**config.mk**
```make
export PLATFORM = sky130hd
export DESIGN_NAME = rng_arbiter
export DESIGN_NICKNAME = d
export VERILOG_FILES = /design/src/rtl/rng_arbiter.sv
export SDC_FILE = /design/constraint.sdc
export NUM_CORES = 1
export LEC_CHECK = 0
export ABC_AREA = 1
export CORE_UTILIZATION = 47
export DETAILED_ROUTE_END_ITERATION = 7
export PLACE_DENSITY_LB_ADDON = 0.05
export SYNTH_ARGS = -nofsm -noshare
export SYNTH_HDL_FRONTEND = slang
export SYNTH_SLANG_ARGS = --single-unit
```
**constraint.sdc**
```tcl
create_clock -name clk -period 2 [get_ports clk]
set_clock_uncertainty 0.1 [all_clocks]
set_input_delay 0.4 -clock clk [delete_from_list [all_inputs] [get_ports clk]]
set_output_delay 0.4 -clock clk [all_outputs]
set_load 0.02 [all_outputs]
```
**src/rtl/rng_arbiter.sv**
```systemverilog
// rng_arbiter: seeds an external 4-bit LFSR, waits out a warm-up period, then
// hands out rejection-sampled random values (0..MAX_VAL) to two requesters
// using round-robin arbitration. Grant, value and valid are one-cycle pulses.
// Optional statistics: define RNG_ARBITER_STATS_EN to add the reject_cnt
// output, which counts rejected draws (saturating at 255).
module rng_arbiter #(
  parameter int MAX_VAL = 9,
  parameter int WARMUP  = 3
) (
  input  logic       clk,
  input  logic       reset,
  input  logic [3:0] seed,
  input  logic       seed_valid,
  input  logic [1:0] req,
  input  logic [3:0] lfsr_q,
  output logic       lfsr_load,
  output logic [3:0] lfsr_seed,
  output logic [1:0] gnt,
  output logic [3:0] rnd,
  output logic       rnd_valid,
  output logic       busy
`ifdef RNG_ARBITER_STATS_EN
  ,
  output logic [7:0] reject_cnt
`endif
);

  typedef enum logic [1:0] {IDLE, LOAD, WARM, RUN} state_t;

  localparam logic [31:0] MAX_U     = MAX_VAL;
  localparam logic [3:0]  WARM_LAST = 4'(WARMUP - 1);

  state_t     state, state_nxt;
  logic [3:0] wcnt, wcnt_nxt;
  logic       ptr, ptr_nxt;
  logic [1:0] mreq, gnt_nxt;
  logic       in_range, capture, win;

  // A requester whose grant is showing this cycle is not eligible again yet.
  assign mreq     = req & ~gnt;
  assign in_range = ({28'd0, lfsr_q} <= MAX_U);

  // State register.
  always_ff @(posedge clk or negedge reset) begin
    if (!reset) state <= IDLE;
    else        state <= state_nxt;
  end

  // Next-state, warm-up count, arbitration decision.
  always_comb begin
    state_nxt = state;
    wcnt_nxt  = wcnt;
    ptr_nxt   = ptr;
    gnt_nxt   = 2'b00;
    capture   = 1'b0;
    win       = 1'b0;
    case (state)
      IDLE: begin
        if (seed_valid) begin
          capture   = 1'b1;
          state_nxt = LOAD;
        end
      end
      LOAD: begin
        // Reseed requests are dropped while the LFSR is being loaded.
        wcnt_nxt  = 4'd0;
        state_nxt = (WARMUP > 0) ? WARM : RUN;
      end
      WARM: begin
        if (seed_valid) begin
          capture   = 1'b1;
          state_nxt = LOAD;
        end else if (wcnt == WARM_LAST) begin
          wcnt_nxt  = 4'd0;
          state_nxt = RUN;
        end else begin
          wcnt_nxt  = wcnt + 4'd1;
        end
      end
      RUN: begin
        // Reseed beats a grant; pending requests simply wait it out.
        if (seed_valid) begin
          capture   = 1'b1;
          state_nxt = LOAD;
        end else if ((|mreq) && in_range) begin
          win     = (mreq == 2'b11) ? ptr : mreq[1];
          gnt_nxt = win ? 2'b10 : 2'b01;
          ptr_nxt = ~win;
        end
      end
      default: state_nxt = IDLE;
    endcase
  end

  // Registered outputs and datapath state.
  always_ff @(posedge clk or negedge reset) begin
    if (!reset) begin
      wcnt      <= 4'd0;
      ptr       <= 1'b0;
      lfsr_seed <= 4'd1;
      lfsr_load <= 1'b0;
      gnt       <= 2'b00;
      rnd       <= 4'h0;
      rnd_valid <= 1'b0;
      busy      <= 1'b0;
    end else begin
      wcnt      <= wcnt_nxt;
      ptr       <= ptr_nxt;
      lfsr_load <= (state_nxt == LOAD);
      busy      <= (state_nxt == LOAD) || (state_nxt == WARM);
      gnt       <= gnt_nxt;
      rnd_valid <= |gnt_nxt;
      if (|gnt_nxt) rnd <= lfsr_q;
      // An all-zero seed would lock the LFSR up, so substitute 1.
      if (capture) lfsr_seed <= (seed == 4'd0) ? 4'd1 : seed;
    end
  end

`ifdef RNG_ARBITER_STATS_EN
  logic reject;
  assign reject = (state == RUN) && !seed_valid && (|mreq) && !in_range;

  // Saturating count of rejected draws; restarts with every seed load.
  always_ff @(posedge clk or negedge reset) begin
    if (!reset)                      reject_cnt <= 8'd0;
    else if (state_nxt == LOAD)      reject_cnt <= 8'd0;
    else if (reject && reject_cnt != 8'hFF) reject_cnt <= reject_cnt + 8'd1;
  end
`endif

endmodule

```
## Yosys cells after proc, flatten, opt, wreduce, memory -nomap -nowiden

Index checks and enable logic that the tools add are counted.

| word-level totals | value |
|---|---|
| flip-flop bits (word level) | 20 |
| logic and storage cells | 49 |
| input bits | 13 |
| output and inout bits | 13 |

| cells by class | value |
|---|---|
| reduce and logical (&&, ||, !) cells | 11 |
| eq/ne operators | 8 |
| muxes and demuxes | 15 |
| $add $sub $neg | 1 |
| $lt $le $gt $ge | 1 |
| bitwise gates (word level) | 4 |

Operator list:

| kind | count |
|---|---|
| $mux W2 | 7 |
| $mux W4 | 3 |
| $eq A2 B2 Y1 const B | 4 |
| $pmux W4 S2 | 1 |
| $pmux W2 S3 | 1 |
| $reduce_or A2 Y1 | 3 |
| $add A4 B1 Y4 const B | 1 |
| $eq A2 B1 Y1 const B | 2 |
| $eq A4 B2 Y1 const B | 1 |
| $le A4 B4 Y1 const B | 1 |
| $logic_not A4 Y1 | 1 |
| $mux W1 | 3 |
| $reduce_and A3 Y1 | 1 |
| $reduce_or A3 Y1 | 1 |
| $and A2 B2 Y2 | 1 |
| $logic_not A2 Y1 | 1 |
| $ne A2 B2 Y1 const B | 1 |
| $not A1 Y1 | 2 |
| $not A2 Y2 | 1 |
| $reduce_and A2 Y1 | 1 |
| $reduce_bool A2 Y1 | 1 |
| $logic_and A1 B1 Y1 | 1 |
| $logic_or A1 B1 Y1 | 1 |

## Depth between registers and ports, before layout

Gate-level depths: netlist (run 1).

| logic depth | value |
|---|---|
| word-level depth | 9 |
| mapped depth | 8 |
| gate-level depth less buffers | 8 |

## Worst setup path after synthesis (run 1)

OpenSTA, ideal clock, no wires.

| timing | value |
|---|---|
| path type | register -> register |
| start | reg state[0] |
| end | reg busy |
| period minus slack after synthesis | 1.408 ns |
| arrival time | 1.195 ns |
| required time | 1.787 ns |
| slack | 0.592 ns |
| path buffers | 0 |
| library setup time | 0.113 ns |
| cell stages (with the launch flop) | 7 |
| path through | dfrtp_1 > inv_1 > ha_1 > a21oi_1 > nor2_1 > ha_1 > inv_1 |

| on the way | value |
|---|---|
| word-level cells in the longest chain between the ends | 5 |
| elaborated cells on any way between the ends | 12 |
| classes of those cells | eq/ne (5); mux (4); reduce/logical (3) |

Ends and longest elaborated chain:

| element | RTL line | source |
|---|---|---|
| start, declared | 33 | `state_t state, state_nxt;` |
| start signal, assigned | 46 | `else state <= state_nxt;` |
| $eq A2 B2 Y1 (tied with other cells) | 57 | `case (state)` |
| $reduce_or A2 Y1 (no source line) or $mux W2 (tied branches) | -- |  |
| $pmux W2 S3 * | 57 |  |
| net state_nxt[0] | 33 |  |
| $eq A2 B1 Y1 or $eq A2 B2 Y1 (tied branches) | 110 | `busy <= (state_nxt == LOAD) \|\| (state_nxt == WARM);` |
| $logic_or A1 B1 Y1 * | 110 |  |
| end signal, assigned | 110 |  |
| end, declared | 21 | `output logic busy` |

The timed path passes the listed nets; every way through them passes the cells marked *.
A chain may end at the register's enable or synchronous reset.

## Worst setup path in the final report (run 1)

| timing | value |
|---|---|
| start | reg lfsr_seed[0] |
| end | out lfsr_seed[0] |

RTL lines:

| element | RTL line | source |
|---|---|---|
| start, declared | 17 | `output logic [3:0] lfsr_seed,` |
| start signal, assigned | 115 | `if (capture) lfsr_seed <= (seed == 4'd0) ? 4'd1 : seed;` |

No word-level cell between the ends.

==> results of run 1 <==
worst reg2reg max path, stage by stage (launching register included):
cell and delay (ns):
dfrtp_1 0.42, inv_1 0.09, ha_1 0.29, a21oi_1 0.15, nor2_1 0.08, ha_1 0.27
inv_1 0.03
kinds of logic (layout without fill, tap and decap cells):
logic type / Yosys count / after routing / synth area share (%)
buffers and inverters: 18 / 48 / 7.11
adder cells (fa/ha/maj): 6 / 6 / 7.61
AO/OA/AOI/OAI: 13 / 13 / 8.88
XOR/XNOR: 1 / 1 / 0.888
AND/OR/NAND/NOR: 51 / 51 / 24.6
flip-flops: 20 / 20 / 50.9
Yosys cell counts, drive strengths merged:
| cell type | n |
|---|---|
| nand3b | 1 |
| nor2 | 9 |
| nand4 | 5 |
| o21ai | 9 |
| dfstp | 1 |
| nand2 | 30 |
| xnor2 | 1 |
| inv | 18 |
| dfrtp | 19 |
| nand3 | 6 |
| a21oi | 4 |
| ha | 6 |
layout make-up:
cell class	instances	share of cell area (%)
Tap cell	27	2.57
Clock buffer	4	2.76
Timing Repair Buffer	26	19.6
Multi-Input combinational cell	71	31.5
Sequential cell	20	38.2
Inverter	18	5.33
worst paths after layout:
path | from | to | slack (ns) | depth (start not counted)
worst max-delay path | lfsr_seed[0] | lfsr_seed[0] | 0.05 | 1
worst min-delay path | reset | gnt[0] | 0.32 | 2
worst max register to register | state[0] | busy | 0.47 | 6
worst min register to register | rnd[1] | rnd[1] | 0.39 | 2
max in group asynchronous | reset | lfsr_seed[0] | 1.21 | 2
min in group clk | rnd[1] | rnd[1] | 0.39 | 2
metal layers:
layer / vias up / wire length, um / track usage, %
li1: 405 / - / -
met1: 370 / 728 / 20.4
met2: 20 / 887 / 31.9
met3: 4 / 94 / 4.53
met4: 0 / 27 / 8.89
met5: - / 0 / 0
layout by cell type, fill, tap and decap left out, drive strengths merged:
master	count
buf	1
nand3	6
xnor2	1
inv	18
nand4	5
ha	6
dfstp	1
dfrtp	19
clkdlybuf4s50	25
nand3b	1
nand2	30
a21oi	4
nor2	9
clkbuf	4
o21ai	9
power by group:
group	total (mW)	internal [mW]	switching (mW)
logic	0.717	0.321	0.397
clock network	0.235	0.111	0.124
registers	0.651	0.551	0.100
total	1.60	0.982	0.621
sequential cells by signal (all words and copies together) (netlist names):
register and cells:
wcnt 4, gnt 2, busy 1, ptr 1, rnd_valid 1, lfsr_load 1, rnd 4, lfsr_seed 4
state 2
==> results.py, run 1 <==
metrics = {
    "synth": {
        "post-synth-top-area-fraction_pct": 48.2,
        "post_synth.cell_area_avg_um2": 9.05,
        "netlist_area_um2": 986,
        "synth_top_area_cell": "dfrtp_1",
        "synth-seq-area-share_pct": 50.9,
        "syn-instance-count": 109,
        "synth_nets": 128,
        "flip_flop_and_latch_count_after_synthesis": 20,
        "yosysUniqueCellTypes": 22,
        "synthTopCellsByArea": "dfrtp_1 48%, nand2_1 10%, ha_1 7.6%, inv_1 5.7%, nand4_1 3.2%",
        "yosys_warnings": 0,
    },
    "worst_setup_path": {
        "worstPathMaxFanout": 2,
        "type_of_the_setup_path_with_the_least_slack": "flip-flop to output pin",
        "worstPathBufferInverterCount": 1,
        "critical_path_required_ns": 1.50,
        "slowest_stage": "clkdlybuf4s50_1",
        "crit_path_end_kind": "output pin",
        "timing.critical_path.slowest_cell_delay_ns": 0.59,
        "crit_path_cell_trace": "clkdlybuf4s50_1",
        "timing.critical_path.arrival_ns": 1.45,
        "timing.critical_path.from_type": "flip-flop",
        "worst_path_dominant_cell_family": "buffers and inverters",
    },
    "sta": {
        "layout_worst_path_cycle_share_pct": 97.4,
        "worstMarginPinSlew_ns": 0.252,
        "achievable_freq_mhz": 513,
        "hold_violations": 0,
        "slew_headroom_pct": 83.1,
        "finalCriticalPeriod_ns": 1.95,
        "setup_ws_ns": 0.0520,
        "hold_ws_ns": 0.321,
        "setup_total_negative_slack_ns": 0,
        "grt_setup_unrepaired": "false",
        "report.final.setup_viol": 0,
        "timing.final.max_slew_violations": 0,
    },
    "final_layout": {
        "n_fill_cell": 190,
        "finalInstanceArea_um2": 1310,
        "drive_gt1_share_pct": 12.9,
        "finalNetCount": 159,
        "utilization_pct": 67.0,
        "antenna_cells_inserted": 0,
        "flow.area_growth_from_synthesis_pct": 33.2,
        "final-instance-count-excl-fill": 166,
        "multi_input_logic_area_um2": 414,
        "ff_latch_area_um2": 502,
    },
    "routing": {
        "drt_iter0_markers": 9,
        "routed_len_inst_um": 10.5,
        "via_count": 799,
        "drt-total-wl_um": 1740,
        "firstDrtPassIters": 3,
        "post_drt_via_cell_ratio": 4.81,
        "drc_markers": 0,
        "antenna_left": 0,
    },
    "floorplan": {
        "fp.dieArea_um2": 2280,
        "number_of_core_rows": 16,
        "initial_utilization_pct": 50.3,
        "die_width_um": 47.8,
        "fp.dieH_um": 47.8,
        "fp.coreArea_um2": 1960,
        "io-pin-count": 26,
    },
    "grt": {
        "grtUsageTotal_pct": 18.2,
        "grt_max_degree": 21,
        "gr-total-overflow": 0,
        "grt_pass1_vias": 717,
        "antenna_found_initial": 0,
        "global_route_wire_length_before_repair_um": 2810,
    },
    "min_path": {
        "holdCritPathClass": "primary input to asynchronous set/reset pin",
    },
    "placed_design": {
        "place_ws_ns": 0.200,
        "placement.cell_area_um2": 1280,
        "half_perimeter_wire_length_of_the_detailed_placement_result_um": 1390,
        "gp_routability_congestion": 0.754,
        "port-buffer-count": 25,
        "post-place-cells": 162,
    },
    "job": {
        "drv.max_cap_violation_count": 0,
    },
    "pwr": {
        "finalPower_mw": 1.60,
        "p_per_area_nw_per_um2": 1220,
        "power.ir.vdd_worst_v": 0.000872,
        "power_leakage_nw": 0.659,
    },
    "cts": {
        "cts_tree": "done",
        "cts.reportedPaths.clkPinSlew_ns": 0.11,
        "holdBufCountCts": 0,
        "cts-buffers-inserted": 3,
        "cts.sink_count": 20,
        "cts_resized": 0,
        "insertion_delay_ns": 0.30,
        "setup_bufs_post_cts": 0,
        "cts_root_buffer": "clkbuf_4",
        "h_tree_levels": 1,
        "ctsLongestPathBuffers": 2,
    },
    "outcome": {
        "run_status": "completed",
    },
}
Power figures use the tool's default switching activity.
==> run 2, diff against run 1 <==
Settings changed: CAP_MARGIN set to 20.
==> results of run 2 <==
Final layout, timing and power as in run 1 (identical DEF).
==> run 3, diff against run 2 <==
Settings changed: CORE_UTILIZATION 47 to 45, CTS_CLUSTER_DIAMETER set to 100.
==> run 3 against run 2 <==
Against the previous run:
- global-route usage fell by 1.7 points
- register-to-register slack hardly changed
- non-clock buffer count unchanged
- sequential cell count unchanged
- largest cell class unchanged
==> results.py, run 3 (synthesized netlist as in run 1, its figures left out) <==
metrics = {
    "worst_setup_path": {
        "worstPathBufferInverterCount": 1,
        "worst_path_dominant_cell_family": "buffers and inverters",
        "slowest_stage": "clkdlybuf4s50_1",
        "crit_path_cell_trace": "clkdlybuf4s50_1",
        "timing.critical_path.slowest_cell_delay_ns": 0.60,
        "timing.critical_path.arrival_ns": 1.44,
        "worstPathMaxFanout": 2,
        "type_of_the_setup_path_with_the_least_slack": "flip-flop to output pin",
        "crit_path_end_kind": "output pin",
        "timing.critical_path.from_type": "flip-flop",
        "critical_path_required_ns": 1.50,
    },
    "grt": {
        "antenna_found_initial": 0,
        "grtUsageTotal_pct": 16.4,
        "gr-total-overflow": 0,
        "grt_pass1_vias": 728,
        "global_route_wire_length_before_repair_um": 3010,
        "grt_max_degree": 21,
    },
    "sta": {
        "layout_worst_path_cycle_share_pct": 97.1,
        "hold_ws_ns": 0.319,
        "timing.final.max_slew_violations": 0,
        "grt_setup_unrepaired": "false",
        "hold_violations": 0,
        "worstMarginPinSlew_ns": 0.258,
        "achievable_freq_mhz": 515,
        "finalCriticalPeriod_ns": 1.94,
        "setup_total_negative_slack_ns": 0,
        "slew_headroom_pct": 82.6,
        "report.final.setup_viol": 0,
    },
    "floorplan": {
        "number_of_core_rows": 16,
        "fp.dieH_um": 48.8,
        "fp.coreArea_um2": 2000,
        "die_width_um": 48.8,
        "io-pin-count": 26,
        "initial_utilization_pct": 49.3,
        "fp.dieArea_um2": 2380,
    },
    "routing": {
        "drt_iter0_markers": 7,
        "drt-total-wl_um": 1670,
        "drc_markers": 0,
        "post_drt_via_cell_ratio": 4.82,
        "routed_len_inst_um": 10.1,
        "firstDrtPassIters": 4,
        "antenna_left": 0,
        "via_count": 800,
    },
    "pwr": {
        "power.ir.vdd_worst_v": 0.000799,
        "p_per_area_nw_per_um2": 1210,
        "power_leakage_nw": 0.653,
    },
    "cts": {
        "cts_resized": 0,
        "cts_tree": "done",
        "holdBufCountCts": 0,
        "insertion_delay_ns": 0.30,
        "h_tree_levels": 1,
        "cts.sink_count": 20,
        "cts_root_buffer": "clkbuf_4",
        "cts-buffers-inserted": 3,
        "ctsLongestPathBuffers": 2,
        "cts.reportedPaths.clkPinSlew_ns": 0.11,
        "setup_bufs_post_cts": 0,
    },
    "final_layout": {
        "antenna_cells_inserted": 0,
        "layout.cells.most_common": "nand2_1",
        "drive_gt1_share_pct": 12.2,
        "utilization_pct": 65.1,
        "flow.area_growth_from_synthesis_pct": 32.2,
        "top_regs": "lfsr_seed x4, rnd x4, wcnt x4",
        "final-instance-count-excl-fill": 166,
        "final_cell_mix": "27 x nand2_1, 25 x clkdlybuf4s50_1, 19 x dfrtp_1",
        "finalNetCount": 159,
        "finalInstanceArea_um2": 1300,
    },
    "placed_design": {
        "gp_routability_congestion": 0.810,
        "half_perimeter_wire_length_of_the_detailed_placement_result_um": 1340,
        "port-buffer-count": 25,
        "post-place-cells": 162,
        "placement.cell_area_um2": 1280,
    },
    "min_path": {
        "holdCritPathClass": "primary input to asynchronous set/reset pin",
    },
    "outcome": {
        "run_status": "completed",
    },
    "job": {
        "drv.max_cap_violation_count": 0,
    },
}
## run 3: power by group
| group | internal, mW | leakage, nW | total [mW] | switching (mW) |
|---|---|---|---|---|
| clock network | 0.0777 | 0.0150 | 0.199 | 0.122 |
| registers | 0.551 | 0.254 | 0.649 | 0.0980 |
| logic | 0.323 | 0.385 | 0.725 | 0.402 |
| total | 0.951 | 0.653 | 1.57 | 0.621 |
## run 3: routing by layer
metal,vias to the layer above,global-route usage (%),part of all wire (%)
li1,406,-,-
met1,369,21.8,44
met2,21,26.2,49
met3,4,3.12,4.8
met4,0,7.35,1.6
met5,-,0,0
## run 3: final cells by class
| cell class | instances | area (um^2) |
|---|---|---|
| fillers | 182 | 698 |
| inverters | 18 | 70.1 |
| repair buffers | 26 | 258 |
| clock buffers | 4 | 26.3 |
| well taps | 27 | 33.8 |
| flip-flops and latches | 20 | 502 |
| multi-input cells | 71 | 414 |
## run 3: path summary, 6_finish.rpt
kind	startpoint	end	slack (ns)	cells past startpoint
min	reset	wcnt[2]	0.32	2
max	lfsr_seed[0]	lfsr_seed[0]	0.06	1
max reg2reg	state[0]	busy	0.48	6
min reg2reg	ptr	ptr	0.38	2
max in group asynchronous	reset	lfsr_seed[0]	1.21	2
min in group clk	ptr	ptr	0.38	2
## run 3: per-stage QoR
| stage | setup WS, ns | power, mW |
|---|---|---|
| after floorplan | 0.592 | 1.09 |
| after global placement | 0.241 | 1.36 |
| after detailed placement | 0.199 | 1.39 |
| after CTS | 0.0411 | 1.60 |
| after global routing | 0.00833 | 1.71 |
| final | 0.0574 | 1.57 |
